$ cat src/rtl/idma_reg32_3d_launcher_pkg.sv
// Shared types, register offsets and the write-order table for the
// idma_reg32_3d launcher.
package idma_reg32_3d_launcher_pkg;

    typedef struct packed {
        logic [31:0] addr;
        logic        write;
        logic [31:0] wdata;
        logic [3:0]  wstrb;
        logic        valid;
    } reg32_req_t;

    typedef struct packed {
        logic [31:0] rdata;
        logic        error;
        logic        ready;
    } reg32_rsp_t;

    typedef struct packed {
        logic [31:0] conf;
        logic [31:0] src_addr;
        logic [31:0] dst_addr;
        logic [31:0] length;
        logic [31:0] src_stride_2;
        logic [31:0] dst_stride_2;
        logic [31:0] reps_2;
        logic [31:0] src_stride_3;
        logic [31:0] dst_stride_3;
        logic [31:0] reps_3;
        logic [3:0]  stream;
        logic        wait_done;
    } job_t;

    typedef struct packed {
        logic [31:0] id;
        logic        err;
    } res_t;

    typedef logic [2:0] state_t;
    localparam state_t ST_IDLE     = 3'd0;
    localparam state_t ST_WRITE    = 3'd1;
    localparam state_t ST_LAUNCH   = 3'd2;
    localparam state_t ST_POLL_GAP = 3'd3;
    localparam state_t ST_POLL     = 3'd4;
    localparam state_t ST_RESULT   = 3'd5;

    // Mirrors the register map of the idma_reg32_3d frontend.
    localparam logic [31:0] CONF_OFFSET             = 32'h0000_0000;
    localparam logic [31:0] NEXT_ID_0_OFFSET        = 32'h0000_0044;
    localparam logic [31:0] DONE_ID_0_OFFSET        = 32'h0000_0084;
    localparam logic [31:0] DST_ADDR_LOW_OFFSET     = 32'h0000_00D0;
    localparam logic [31:0] SRC_ADDR_LOW_OFFSET     = 32'h0000_00D8;
    localparam logic [31:0] LENGTH_LOW_OFFSET       = 32'h0000_00E0;
    localparam logic [31:0] DST_STRIDE_2_LOW_OFFSET = 32'h0000_00E8;
    localparam logic [31:0] SRC_STRIDE_2_LOW_OFFSET = 32'h0000_00F0;
    localparam logic [31:0] REPS_2_LOW_OFFSET       = 32'h0000_00F8;
    localparam logic [31:0] DST_STRIDE_3_LOW_OFFSET = 32'h0000_0100;
    localparam logic [31:0] SRC_STRIDE_3_LOW_OFFSET = 32'h0000_0108;
    localparam logic [31:0] REPS_3_LOW_OFFSET       = 32'h0000_0110;

    localparam int unsigned NumWrites = 10;

    localparam logic [31:0] WriteSeq [NumWrites] = '{
        CONF_OFFSET, SRC_ADDR_LOW_OFFSET, DST_ADDR_LOW_OFFSET, LENGTH_LOW_OFFSET,
        SRC_STRIDE_2_LOW_OFFSET, DST_STRIDE_2_LOW_OFFSET, REPS_2_LOW_OFFSET,
        SRC_STRIDE_3_LOW_OFFSET, DST_STRIDE_3_LOW_OFFSET, REPS_3_LOW_OFFSET
    };

    function automatic logic [31:0] write_data(input job_t job, input logic [3:0] idx);
        case (idx)
            4'd0:    return job.conf;
            4'd1:    return job.src_addr;
            4'd2:    return job.dst_addr;
            4'd3:    return job.length;
            4'd4:    return job.src_stride_2;
            4'd5:    return job.dst_stride_2;
            4'd6:    return job.reps_2;
            4'd7:    return job.src_stride_3;
            4'd8:    return job.dst_stride_3;
            4'd9:    return job.reps_3;
            default: return '0;
        endcase
    endfunction

    function automatic logic [31:0] stream_addr(input logic [31:0] base, input logic [3:0] stream);
        return base + {26'd0, stream, 2'b00};
    endfunction

endpackage

$ cat src/rtl/idma_reg32_3d_launcher.sv
// Programs one 3-D job into an idma_reg32_3d frontend, launches it via next_id
// and optionally polls done_id until the transfer retires.
module idma_reg32_3d_launcher
    import idma_reg32_3d_launcher_pkg::*;
#(
    parameter int unsigned NumStreams = 1,
    parameter int unsigned PollGap    = 8,
    parameter type         reg_req_t  = reg32_req_t,
    parameter type         reg_rsp_t  = reg32_rsp_t
) (
    input  logic     clk_i,
    input  logic     rst_i,
    input  job_t     job_i,
    input  logic     job_valid_i,
    output logic     job_ready_o,
    output reg_req_t reg_req_o,
    input  reg_rsp_t reg_rsp_i,
    output res_t     res_o,
    output logic     res_valid_o,
    input  logic     res_ready_i,
    output logic     busy_o
);

    localparam int unsigned GapW = (PollGap > 1) ? $clog2(PollGap) : 1;
    localparam logic [GapW-1:0] GapLoad = GapW'(PollGap - 1);

    state_t          state_q, state_d;
    job_t            job_q, job_d;
    logic [3:0]      cnt_q, cnt_d;
    logic [GapW-1:0] gap_q, gap_d;
    logic [31:0]     id_q, id_d;
    reg_req_t        req_q, req_d;
    res_t            res_q, res_d;
    logic            res_valid_q, res_valid_d;
    logic            job_ready_q;
    logic            busy_q;

    logic        req_hs;
    logic [31:0] poll_diff;

    assign req_hs    = req_q.valid && reg_rsp_i.ready;
    // Wrap-safe "done_id has reached id": sign of the 32-bit difference.
    assign poll_diff = reg_rsp_i.rdata - id_q;

    always_comb begin
        state_d     = state_q;
        job_d       = job_q;
        cnt_d       = cnt_q;
        gap_d       = gap_q;
        id_d        = id_q;
        req_d       = req_q;
        res_d       = res_q;
        res_valid_d = res_valid_q;

        case (state_q)
            ST_IDLE: begin
                if (job_valid_i && job_ready_q) begin
                    job_d = job_i;
                    if (32'(job_i.stream) >= NumStreams) begin
                        state_d     = ST_RESULT;
                        res_d.id    = '0;
                        res_d.err   = 1'b1;
                        res_valid_d = 1'b1;
                    end else begin
                        state_d     = ST_WRITE;
                        cnt_d       = 4'd0;
                        req_d       = '0;
                        req_d.addr  = WriteSeq[0];
                        req_d.write = 1'b1;
                        req_d.wdata = write_data(job_i, 4'd0);
                        req_d.wstrb = 4'hF;
                        req_d.valid = 1'b1;
                    end
                end
            end
            ST_WRITE: begin
                if (req_hs) begin
                    if (reg_rsp_i.error) begin
                        state_d     = ST_RESULT;
                        req_d       = '0;
                        res_d.id    = '0;
                        res_d.err   = 1'b1;
                        res_valid_d = 1'b1;
                    end else if (cnt_q == 4'(NumWrites - 1)) begin
                        state_d     = ST_LAUNCH;
                        req_d       = '0;
                        req_d.addr  = stream_addr(NEXT_ID_0_OFFSET, job_q.stream);
                        req_d.valid = 1'b1;
                    end else begin
                        cnt_d       = cnt_q + 4'd1;
                        req_d.addr  = WriteSeq[cnt_q + 4'd1];
                        req_d.wdata = write_data(job_q, cnt_q + 4'd1);
                    end
                end
            end
            ST_LAUNCH: begin
                if (req_hs) begin
                    req_d = '0;
                    if (reg_rsp_i.error) begin
                        state_d     = ST_RESULT;
                        res_d.id    = '0;
                        res_d.err   = 1'b1;
                        res_valid_d = 1'b1;
                    end else if (job_q.wait_done) begin
                        id_d    = reg_rsp_i.rdata;
                        state_d = ST_POLL_GAP;
                        gap_d   = GapLoad;
                    end else begin
                        id_d        = reg_rsp_i.rdata;
                        state_d     = ST_RESULT;
                        res_d.id    = reg_rsp_i.rdata;
                        res_d.err   = 1'b0;
                        res_valid_d = 1'b1;
                    end
                end
            end
            ST_POLL_GAP: begin
                if (gap_q == '0) begin
                    state_d     = ST_POLL;
                    req_d       = '0;
                    req_d.addr  = stream_addr(DONE_ID_0_OFFSET, job_q.stream);
                    req_d.valid = 1'b1;
                end else begin
                    gap_d = gap_q - GapW'(1);
                end
            end
            ST_POLL: begin
                if (req_hs) begin
                    req_d = '0;
                    if (reg_rsp_i.error || !poll_diff[31]) begin
                        state_d     = ST_RESULT;
                        res_d.id    = id_q;
                        res_d.err   = reg_rsp_i.error;
                        res_valid_d = 1'b1;
                    end else begin
                        state_d = ST_POLL_GAP;
                        gap_d   = GapLoad;
                    end
                end
            end
            ST_RESULT: begin
                if (res_ready_i) begin
                    res_valid_d = 1'b0;
                    state_d     = ST_IDLE;
                end
            end
            default: state_d = ST_IDLE;
        endcase
    end

    always_ff @(posedge clk_i) begin
        if (rst_i) begin
            state_q     <= ST_IDLE;
            job_q       <= '0;
            cnt_q       <= '0;
            gap_q       <= '0;
            id_q        <= '0;
            req_q       <= '0;
            res_q       <= '0;
            res_valid_q <= 1'b0;
            job_ready_q <= 1'b1;
            busy_q      <= 1'b0;
        end else begin
            state_q     <= state_d;
            job_q       <= job_d;
            cnt_q       <= cnt_d;
            gap_q       <= gap_d;
            id_q        <= id_d;
            req_q       <= req_d;
            res_q       <= res_d;
            res_valid_q <= res_valid_d;
            job_ready_q <= (state_d == ST_IDLE);
            busy_q      <= (state_d != ST_IDLE);
        end
    end

    assign job_ready_o = job_ready_q;
    assign reg_req_o   = req_q;
    assign res_o       = res_q;
    assign res_valid_o = res_valid_q;
    assign busy_o      = busy_q;

endmodule

$ cat config.mk
export PLATFORM = sky130hd
export DESIGN_NAME = idma_reg32_3d_launcher
export DESIGN_NICKNAME = d
export VERILOG_FILES = /design/src/rtl/idma_reg32_3d_launcher_pkg.sv /design/src/rtl/idma_reg32_3d_launcher.sv
export SDC_FILE = /design/constraint.sdc
export NUM_CORES = 1
export LEC_CHECK = 0
export ABC_AREA = 1
export CORE_MARGIN = 2
export CORE_UTILIZATION = 35
export DETAILED_ROUTE_END_ITERATION = 10
export DONT_BUFFER_PORTS = 1
export PLACE_DENSITY = 0.52
export SYNTH_ARGS = -nofsm -noshare
export SYNTH_HDL_FRONTEND = slang
export SYNTH_SLANG_ARGS = --single-unit
$ cat constraint.sdc
create_clock -name clk_i -period 4.5 [get_ports clk_i]
set_clock_uncertainty 0.15 [all_clocks]
set_input_delay 0.9 -clock clk_i [delete_from_list [all_inputs] [get_ports clk_i]]
set_output_delay 0.9 -clock clk_i [all_outputs]
set_load 0.01 [all_outputs]
* After elaboration in Yosys (flattened, before gate mapping)
Memories as Yosys holds them, arrays and structs flattened.
Index checks and enable logic that the tools add are counted.
** Cells by class
- Equal/unequal tests :: 34
- Add/sub/neg operators :: 5
- Bitwise gates (word level) :: 2
- Reductions and logical operators :: 23
- Magnitude comparators :: 2
- Muxes and demuxes :: 61
** Operator list (count)
- $mux W70 :: 6
- $pmux W32 S10 :: 1
- $mux W33 :: 9
- $pmux W70 S4 :: 1
- $pmux W33 S4 :: 1
- $mux W32 :: 4
- $mux W3 :: 18
- $ne A2 B2 Y1 const B :: 16
- $sub A32 B32 Y32 :: 1
- $mux W4 :: 5
- $pmux W3 S6 :: 1
- $eq A4 B3 Y1 const B :: 4
- $reduce_and A7 Y1 :: 2
- $eq A4 B4 Y1 const B :: 3
- $reduce_and A6 Y1 :: 2
- $mux W1 :: 11
- $reduce_and A10 Y1 :: 1
- $add A8 B6 Y9 const A :: 1
- $logic_not A3 Y1 :: 3
- $pmux W3 S3 :: 1
- $reduce_and A9 Y1 :: 1
- $add A7 B6 Y8 const A :: 1
- $eq A4 B2 Y1 const B :: 2
- $pmux W4 S2 :: 1
- other kinds (25) :: 31
** Word-level totals
- Input port bits :: 363
- Word-level logic and storage cells :: 154
- Bits in registers :: 473
- Bits in read-only memories :: 512
- Output and inout bits :: 106
- Memories kept :: 1
** Memories
- (name not given) :: depth 16, bits a word 32, rd ports 1, clocked after memory_dff 0, write ports 0, RTL line idma_reg32_3d_launcher.sv:91 : req_d.addr = WriteSeq[cnt_q + 4'd1];

* Longest topological paths before layout
Gate-level depths: netlist of the first run.
- Depth after elaboration :: 9
- Gate-level depth with buffers :: 19
- Mapped depth without buffers :: 19

* Least setup slack after synthesis of the first run
Ideal clock, no wire load.
- Path kind :: input to register
- Start :: input port reg_rsp_i[28] (netlist bit)
- End :: register res_q (netlist bit res_o[10])
- Slack :: 1.801 ns
- Buffers on the path :: 1
- Data required time :: 4.280 ns
- Setup time :: 0.070 ns
- Stages on the path :: 10
- Arrival time :: 2.479 ns
- Cells stage by stage :: ha_1 > a21o_1 > o21ai_0 > nand2_1 > nor2_1 > nand3_1 > nand4_2 > clkbuf_1 > nand4_1 > a21oi_1
** Between the ends
- Word-level cells in the longest chain between the ends :: 5
** Ends and longest elaborated chain
- from (decl) :: RTL line idma_reg32_3d_launcher.sv:17 : input reg_rsp_t reg_rsp_i,
- $sub A32 B32 Y32 :: RTL line idma_reg32_3d_launcher.sv:43 : assign poll_diff = reg_rsp_i.rdata - id_q;
- $logic_not A1 Y1 :: RTL line idma_reg32_3d_launcher.sv:130 : if (reg_rsp_i.error || !poll_diff[31]) begin
- $logic_or A1 B1 Y1 :: RTL line idma_reg32_3d_launcher.sv:130
- $ne A2 B2 Y1 (no line)
- $reduce_and A9 Y1 (no line)
- to (signal assigned) :: RTL line idma_reg32_3d_launcher.sv:170 : res_q <= res_d;
- to (decl) :: RTL line idma_reg32_3d_launcher.sv:33 : res_t res_q, res_d;
No other way between the ends.
A chain may end at the register's enable or synchronous reset.

* Final worst setup path of the first run
- Start :: register cnt_q[1]
- End :: register req_q (netlist bit reg_req_o[16])
** Between the ends
- Word-level cells in the longest chain between the ends :: 7
- Elaborated cells on any way between the ends :: 17
- Those cells by class :: 1 x add/sub; 10 x eq/ne; 5 x mux; 1 x reduce/logical
** Ends and longest elaborated chain
- from (decl) :: RTL line idma_reg32_3d_launcher.sv:29 : logic [3:0] cnt_q, cnt_d;
- from (signal assigned) :: RTL line idma_reg32_3d_launcher.sv:166 : cnt_q <= cnt_d;
- $add A4 B1 Y4 :: RTL line idma_reg32_3d_launcher.sv:92 : req_d.wdata = write_data(job_q, cnt_q + 4'd1);
- $eq A4 B4 Y1 (tied with other cells) :: RTL line idma_reg32_3d_launcher_pkg.sv:70 : case (idx)
- $pmux W32 S10 :: RTL line idma_reg32_3d_launcher_pkg.sv:70
- $mux W32 * :: RTL line idma_reg32_3d_launcher.sv:84 : end else if (cnt_q == 4'(NumWrites - 1)) begin
- $mux W70 * :: RTL line idma_reg32_3d_launcher.sv:78 : if (reg_rsp_i.error) begin
- $mux W70 * :: RTL line idma_reg32_3d_launcher.sv:77 : if (req_hs) begin
- $pmux W70 S4 * :: RTL line idma_reg32_3d_launcher.sv:55 : case (state_q)
- to (signal assigned) :: RTL line idma_reg32_3d_launcher.sv:169 : req_q <= req_d;
- to (decl) :: RTL line idma_reg32_3d_launcher.sv:32 : reg_req_t req_q, req_d;
Mark *: on every way between the ends. The rest lies on a longest branch, timed or not. The select of a mux whose other input is x is not followed.

==> metrics, run 1 <==
Setup CP Type=reg -> reg; Final period util=roughly three quarters; largest net degree at the start of global routing=146; Worst Tran Pin Value=1.271 ns; ranking of synthesized cells by area=dfxtp_1 (45%), a21oi_1 (12%), o21ai_0 (10%), inv_1 (7.6%), o22ai_1 (5.1%); Detail Route Antenna Nets=0; clock period minus worst slack=between 3 and 4 ns; Tot GR Track Use=between 20% and 30%; Area growth syn-to-layout=11.02%; #FFs+latches synth=between 400 and 500; CP peak stage delay=between 0.9 and 1 ns; CTS tree=built; Root Driver=clkbuf_16; Via density=roughly 5.3; Synth Instances=between 2000 and 3000; Final nets=slightly below 3000; layout cell share with drive strength beyond 1=5.113%; sequential fraction of the synthesis area=~45%; Startpoint Class=flop; Gate power share=28.4%; critical path cell sequence=nand3_1 > xnor2_2 > nor2_2 > nand2_1 > o22ai_1 > nor2_1 > nand2_1 > o21ai_1 > a21oi_1; ys flop type=dfxtp_1; worst path bufs/invs=0; Syn Area/Cell=7.416 um2; Placed Area=around 20000 um2; crit-path max FO=32; pwr dens=about 620 nW/um2; Critical Path Most Common Cell=nand2_1; critical path required time=4.82 ns; first-pass GRT wire length=about 100000 um; iteration-0 DRC count of the detailed router=around 1100; Async S/R FF share, synth=0%; drt total wl=roughly 71000 um; Core Area=around 55000 um2; Die H=between 200 and 250 um; total number of vias=approximately 18000; crit path DAT=3.74 ns; chip width=240.3 um; status=finished clean; Post-CTS Setup Inserts=0; post-detailed-route DRC marker count=0; endpoints failing hold=0; Max rail drop VDD=about 0.29 mV; switching share of power=~36%; Synth Warn #=0; Max Fclk=0.2924 GHz; Hold-fix buffers, CTS=0; Hold WS=approximately 0.23 ns; gr ovfl total=0; CTS H-tree lvls=2; starting density of the core=between 30% and 40%; crit end category=flop; worst-case clock buffer depth=3; Synth area leader=dfxtp_1; mapped cell area=19550 um2; Internal=8.668 mW; cell family with most CP delay=simple AND/OR/NAND/NOR gates; Yosys top cell area share=a little under half; initial antenna violation count=29; Clock Power Share=31.4%; post-detailed-placement half-perimeter wirelength=~50000 um; max cap viols=0; hold crit path type=in -> reg; I/O pins=469; CP max stage cell=nand2_1; die area=57760 um2; routability cong.=between 0.9 and 1; Num Clock Sinks=~440; Clock Latency Late Sink=a little over 0.6 ns; synth unique cells=38; # setup viols final=0; Post-CTS Resized=0; fillcell total=5805; Finished Cell Area=between 20000 and 25000 um2; clk slew on worst S/H paths=roughly 0.060 ns; Num CTS Buffers=50; normalized max-slew margin=15.07%; drt wl/cell=between 20 and 25 um; Post-synth EDFFs=0; Switch Pwr=between 4 and 5 mW; I/O Buffers=0; # rows=86; RSZ-0062 raised after global routing=false; vias in the first global route=roughly 16000; Flop pwr share=about 40%; drt pass-1 iters=5; Slew Limit Fails=0; cell leakage power=between 7 and 8 nW; setup_tns=0 ns
-- stage by stage --
step | setup WS (ns) | total power, mW | cells | utilization [%]
after CTS | 1.018 | 13.64 | 3310 | 39.22
after detailed placement | 1.026 | 9.350 | 3218 | 36.11
after floorplan | 1.801 | 8.343 | 2660 | -
final | 1.080 | 13.55 | 3331 | 39.32
after global placement | 1.079 | 9.215 | 3218 | 36.11
after global routing | 0.8325 | 14.40 | 3319 | 39.26
-- registers in the layout (all words and copies together), names as in the netlist --
signal       cells
job_ready_o      1
res_o           33
id_q            32
state_q          3
reg_req_o       41
res_valid_o      1
cnt_q            4
busy_o           1
job_q          325
gap_q            3
-- worst reg2reg max path, cell delays in order, from the launching register on --
cell	delay [ns]
dfxtp_1	0.49
nand3_1	0.17
xnor2_2	0.39
nor2_2	0.11
nand2_1	0.94
o22ai_1	0.16
nor2_1	0.32
nand2_1	0.24
o21ai_1	0.25
a21oi_1	0.09
-- layout by cell type (no fill, tap or decap), types with 2 or more instances in the layout --
cell and count:
o21ai_1 32, nor3_1 6, diode_2 21, inv_8 2
nand4_1 35, clkbuf_8 18, nand2_1 213, inv_16 2
ha_1 40, nand2_2 2, bufinv_16 3, inv_1 393
clkbuf_1 13, buf_12 8, a21oi_1 472, conb_1 25
o21ai_0 409, nor2_2 4, nor2_4 3, xnor2_1 3
nand3_2 2, clkbuf_16 50, a32o_1 3, nor4_1 4
o22ai_1 160, nor3_4 2, inv_2 5, nor2_1 110
clkinv_2 5, a211oi_1 15, o211ai_1 2, nand3_1 45
dfxtp_1 444, buf_4 21
-- cell type report --
| type | instances | area, um2 | share of cell area, % |
|---|---|---|---|
| Inverter | 401 | 1520 | 7.005 |
| Clock buffer | 81 | 1548 | 7.131 |
| Antenna cell | 21 | 52.55 | 0.2421 |
| Tap cell | 748 | 935.9 | 4.312 |
| Sequential cell | 444 | 8889 | 40.95 |
| Timing Repair Buffer | 29 | 317.8 | 1.464 |
| Multi-Input combinational cell | 1596 | 8269 | 38.10 |
| Clock inverter | 11 | 171.4 | 0.7898 |
-- path summary, 6_finish.rpt --
path | from | to | slack (ns) | cells past startpoint
min | rst_i | cnt_q[1] | 0.23 | 1
min reg2reg | job_q[22] | job_q[22] | 0.30 | 2
max reg2reg | cnt_q[1] | reg_req_o[16] | 1.08 | 9
max | cnt_q[1] | reg_req_o[16] | 1.08 | 9
-- per-layer routing --
metal,track usage (%),vias to the layer above,wire [um]
li1,-,8619,-
met1,30.52,8277,31120
met2,36.90,521,32220
met3,6.797,128,5449
met4,8.056,24,2134
met5,0,-,153
-- synth_stat cells (3+ instances only) --
cell type / instances
xnor2_1: 3
dfxtp_1: 444
nand4_1: 35
inv_1: 394
clkbuf_1: 145
nor2_2: 4
nand3_1: 45
nor2_4: 3
o21ai_1: 32
nor2_1: 110
a21oi_1: 472
o22ai_1: 160
nor4_1: 4
nand2_1: 213
a32o_1: 3
buf_2: 38
inv_2: 6
buf_1: 6
o21ai_0: 409
buf_4: 30
a211oi_1: 15
nor3_1: 6
ha_1: 40
-- power groups by stage --
stage | combinational [mW] | clock, mW | sequential (mW)
floorplan | 2.94 | 0 | 5.40
global placement | 3.72 | 0 | 5.50
detailed placement | 3.83 | 0 | 5.52
CTS | 3.85 | 4.36 | 5.44
global route | 4.33 | 4.52 | 5.54
finish | 3.85 | 4.26 | 5.44
-- cell families (layout without fill, tap and decap cells) --
logic type	Yosys count	count (layout)	synth area share, %
simple gates	428	428	9.473
fa+ha+maj	40	40	2.560
other cells	1	46	0.01918
flops	444	444	45.47
compound gates	1098	1098	29.49
xor+xnor	5	5	0.2625
buf+inv	620	522	12.72
No activity file was read; power rests on OpenSTA's default activity.
==> run 2: changes to the inputs <==
Clock period 4.5 ns to 3.4 ns, I/O delays scaled along.
==> run 2 against run 1 <==
Effect of this change: routed wire length is 0.69% higher; clock power is 28% higher; hold slack worse by 0.15 ns; final cell count is 0.72% higher; combinational power is 39% higher; maximum frequency is 7.9% higher; setup slack worse by 0.85 ns; largest cell class unchanged; highest routed layer unchanged.
==> metrics, run 2 (synthesis gave the netlist of run 1 again) <==
max reg flops=between 300 and 400; Hold-fix buffers, CTS=0; Via density=around 5.3; Internal=11.44 mW; largest net degree at the start of global routing=~140; post-detailed-route DRC marker count=0; Max rail drop VDD=between 0.4 and 0.5 mV; R2R Setup Slk=0.23 ns; Die H=240.3 um; Storage cell area=slightly below 9000 um2; Num CTS Buffers=50; Switch Pwr=about 6.6 mW; starting density of the core=a little over a third; Final period util=93.27%; RSZ-0062 raised after global routing=false; gr ovfl total=0; clk slew on worst S/H paths=0.06 ns; drt pass-1 iters=5; Hold Startpoint=reg_rsp_i[24]; Core Area=approximately 55000 um2; Clock Power Share=between 30% and 40%; worst-case clock buffer depth=3; iteration-0 DRC count of the detailed router=1213; R2R depth=12; Place WS=between 0.2 and 0.3 ns; Worst Hold Path EP=id_q[22]; Gate power share=between 20% and 30%; reg2reg end=reg_req_o[16]; Detail Route Antenna Nets=0; Startpoint Class=flop; crit end category=flop; I/O pins=between 400 and 500; routability cong.=around 0.90; cell family with most CP delay=simple AND/OR/NAND/NOR gates; Setup CP Type=reg -> reg; setup_tns=0 ns; CTS H-tree lvls=2; drt wl/cell=approximately 21 um; layout cell share with drive strength beyond 1=6.325%; switching share of power=between 30% and 40%; post-route setup slack=~0.23 ns; WHS Path Cells=2; chip width=240.3 um; Clock Latency Late Sink=0.59 ns; Root Driver=clkbuf_16; first-pass GRT wire length=roughly 100000 um; die area=a little under 60000 um2; vias in the first global route=between 15000 and 20000; CP max stage cell=dfxtp_1; Tot GR Track Use=23.77%; I/O Buffers=0; critical path required time=approximately 3.7 ns; Max Fclk=~0.32 GHz; Flop pwr share=40.0%; Worst Tran Pin Value=about 0.82 ns; Post-CTS Resized=0; most used cells in the layout excluding fill and tap cells=a21oi_1 (472), dfxtp_1 (444), o21ai_0 (409); total number of vias=~18000; cell leakage power=about 8.0 nW; Post-CTS Setup Inserts=0; Slew Limit Fails=0; critical path cell sequence=ha_1 > nor2_1 > nor2_2 > inv_1 > nand3_1 > buf_4 > buf_4 > o22ai_1 > nor2_1 > nand2_1 > o21ai_1 > a21oi_1; Critical R2R Launch=cnt_q[1]; largest register by flop count=job_q; normalized max-slew margin=45.16%; Multi-input gate area=roughly 8300 um2; # setup viols final=0; Final nets=2955; worst path bufs/invs=3; Hold WS=about 0.085 ns; fillcell total=~5800; endpoints failing hold=0; crit path DAT=~3.5 ns; CTS tree=built; status=finished clean; commonest non-fill, non-tap cell in the layout=a21oi_1; initial antenna violation count=19; post-detailed-placement half-perimeter wirelength=around 52000 um; pwr dens=~800 nW/um2; hold crit path type=in -> reg; # rows=86; clock period minus worst slack=between 3 and 4 ns; CP peak stage delay=0.47 ns; crit-path max FO=12; drt total wl=approximately 72000 um; Area growth syn-to-layout=12.05%; Num Clock Sinks=444; max cap viols=0
## run 2: power by group through the flow
stage                     Combinational [mW]  Clock [mW]  Sequential, mW
final                                   5.35        5.45            7.21
after detailed placement                5.32           0            7.32
after global placement                  5.19           0            7.29
after global routing                    6.02        5.76            7.34
after floorplan                         3.90           0            7.15
after CTS                               5.34        5.55            7.21
## run 2: routing by layer
layer / up-vias / routed length, um / GRT usage (%)
li1: 8681 / - / -
met1: 8319 / 31040 / 30.99
met2: 587 / 32980 / 38.69
met3: 108 / 5404 / 5.809
met4: 12 / 2075 / 7.265
met5: - / 76 / 0
## run 2: area by class of cell
type,count,area share (%)
tap,748,4.273
clock buffer,72,6.592
timing repair buffer,59,2.765
clock inverter,21,0.9425
multi-input combinational,1596,37.75
antenna,14,0.1599
sequential,444,40.58
inverter,401,6.940
## run 2: worst max-delay path by stage
stage	from	endpoint	slack [ns]	depth (start not counted)
6_report	cnt_q[1]	reg_req_o[16]	0.23	12
5_1_grt	cnt_q[1]	reg_req_o[20]	0.04	12
4_1_cts	cnt_q[1]	reg_req_o[20]	0.29	12
3_5_place_dp	cnt_q[1]	reg_req_o[20]	0.28	12
3_3_place_gp	cnt_q[1]	reg_req_o[20]	0.36	12
2_1_floorplan	reg_rsp_i[28]	res_o[10]	0.92	10
## run 2: metrics by stage
stage               util (%)  instance area [um2]  power [mW]  instances
floorplan                  -                19640       11.04       2660
global placement       36.63                20220       12.48       3248
detailed placement     36.63                20220       12.64       3248
CTS                    39.62                21870       18.10       3341
global route           39.66                21890       19.12       3349
finish                 39.68                21900       18.01       3355
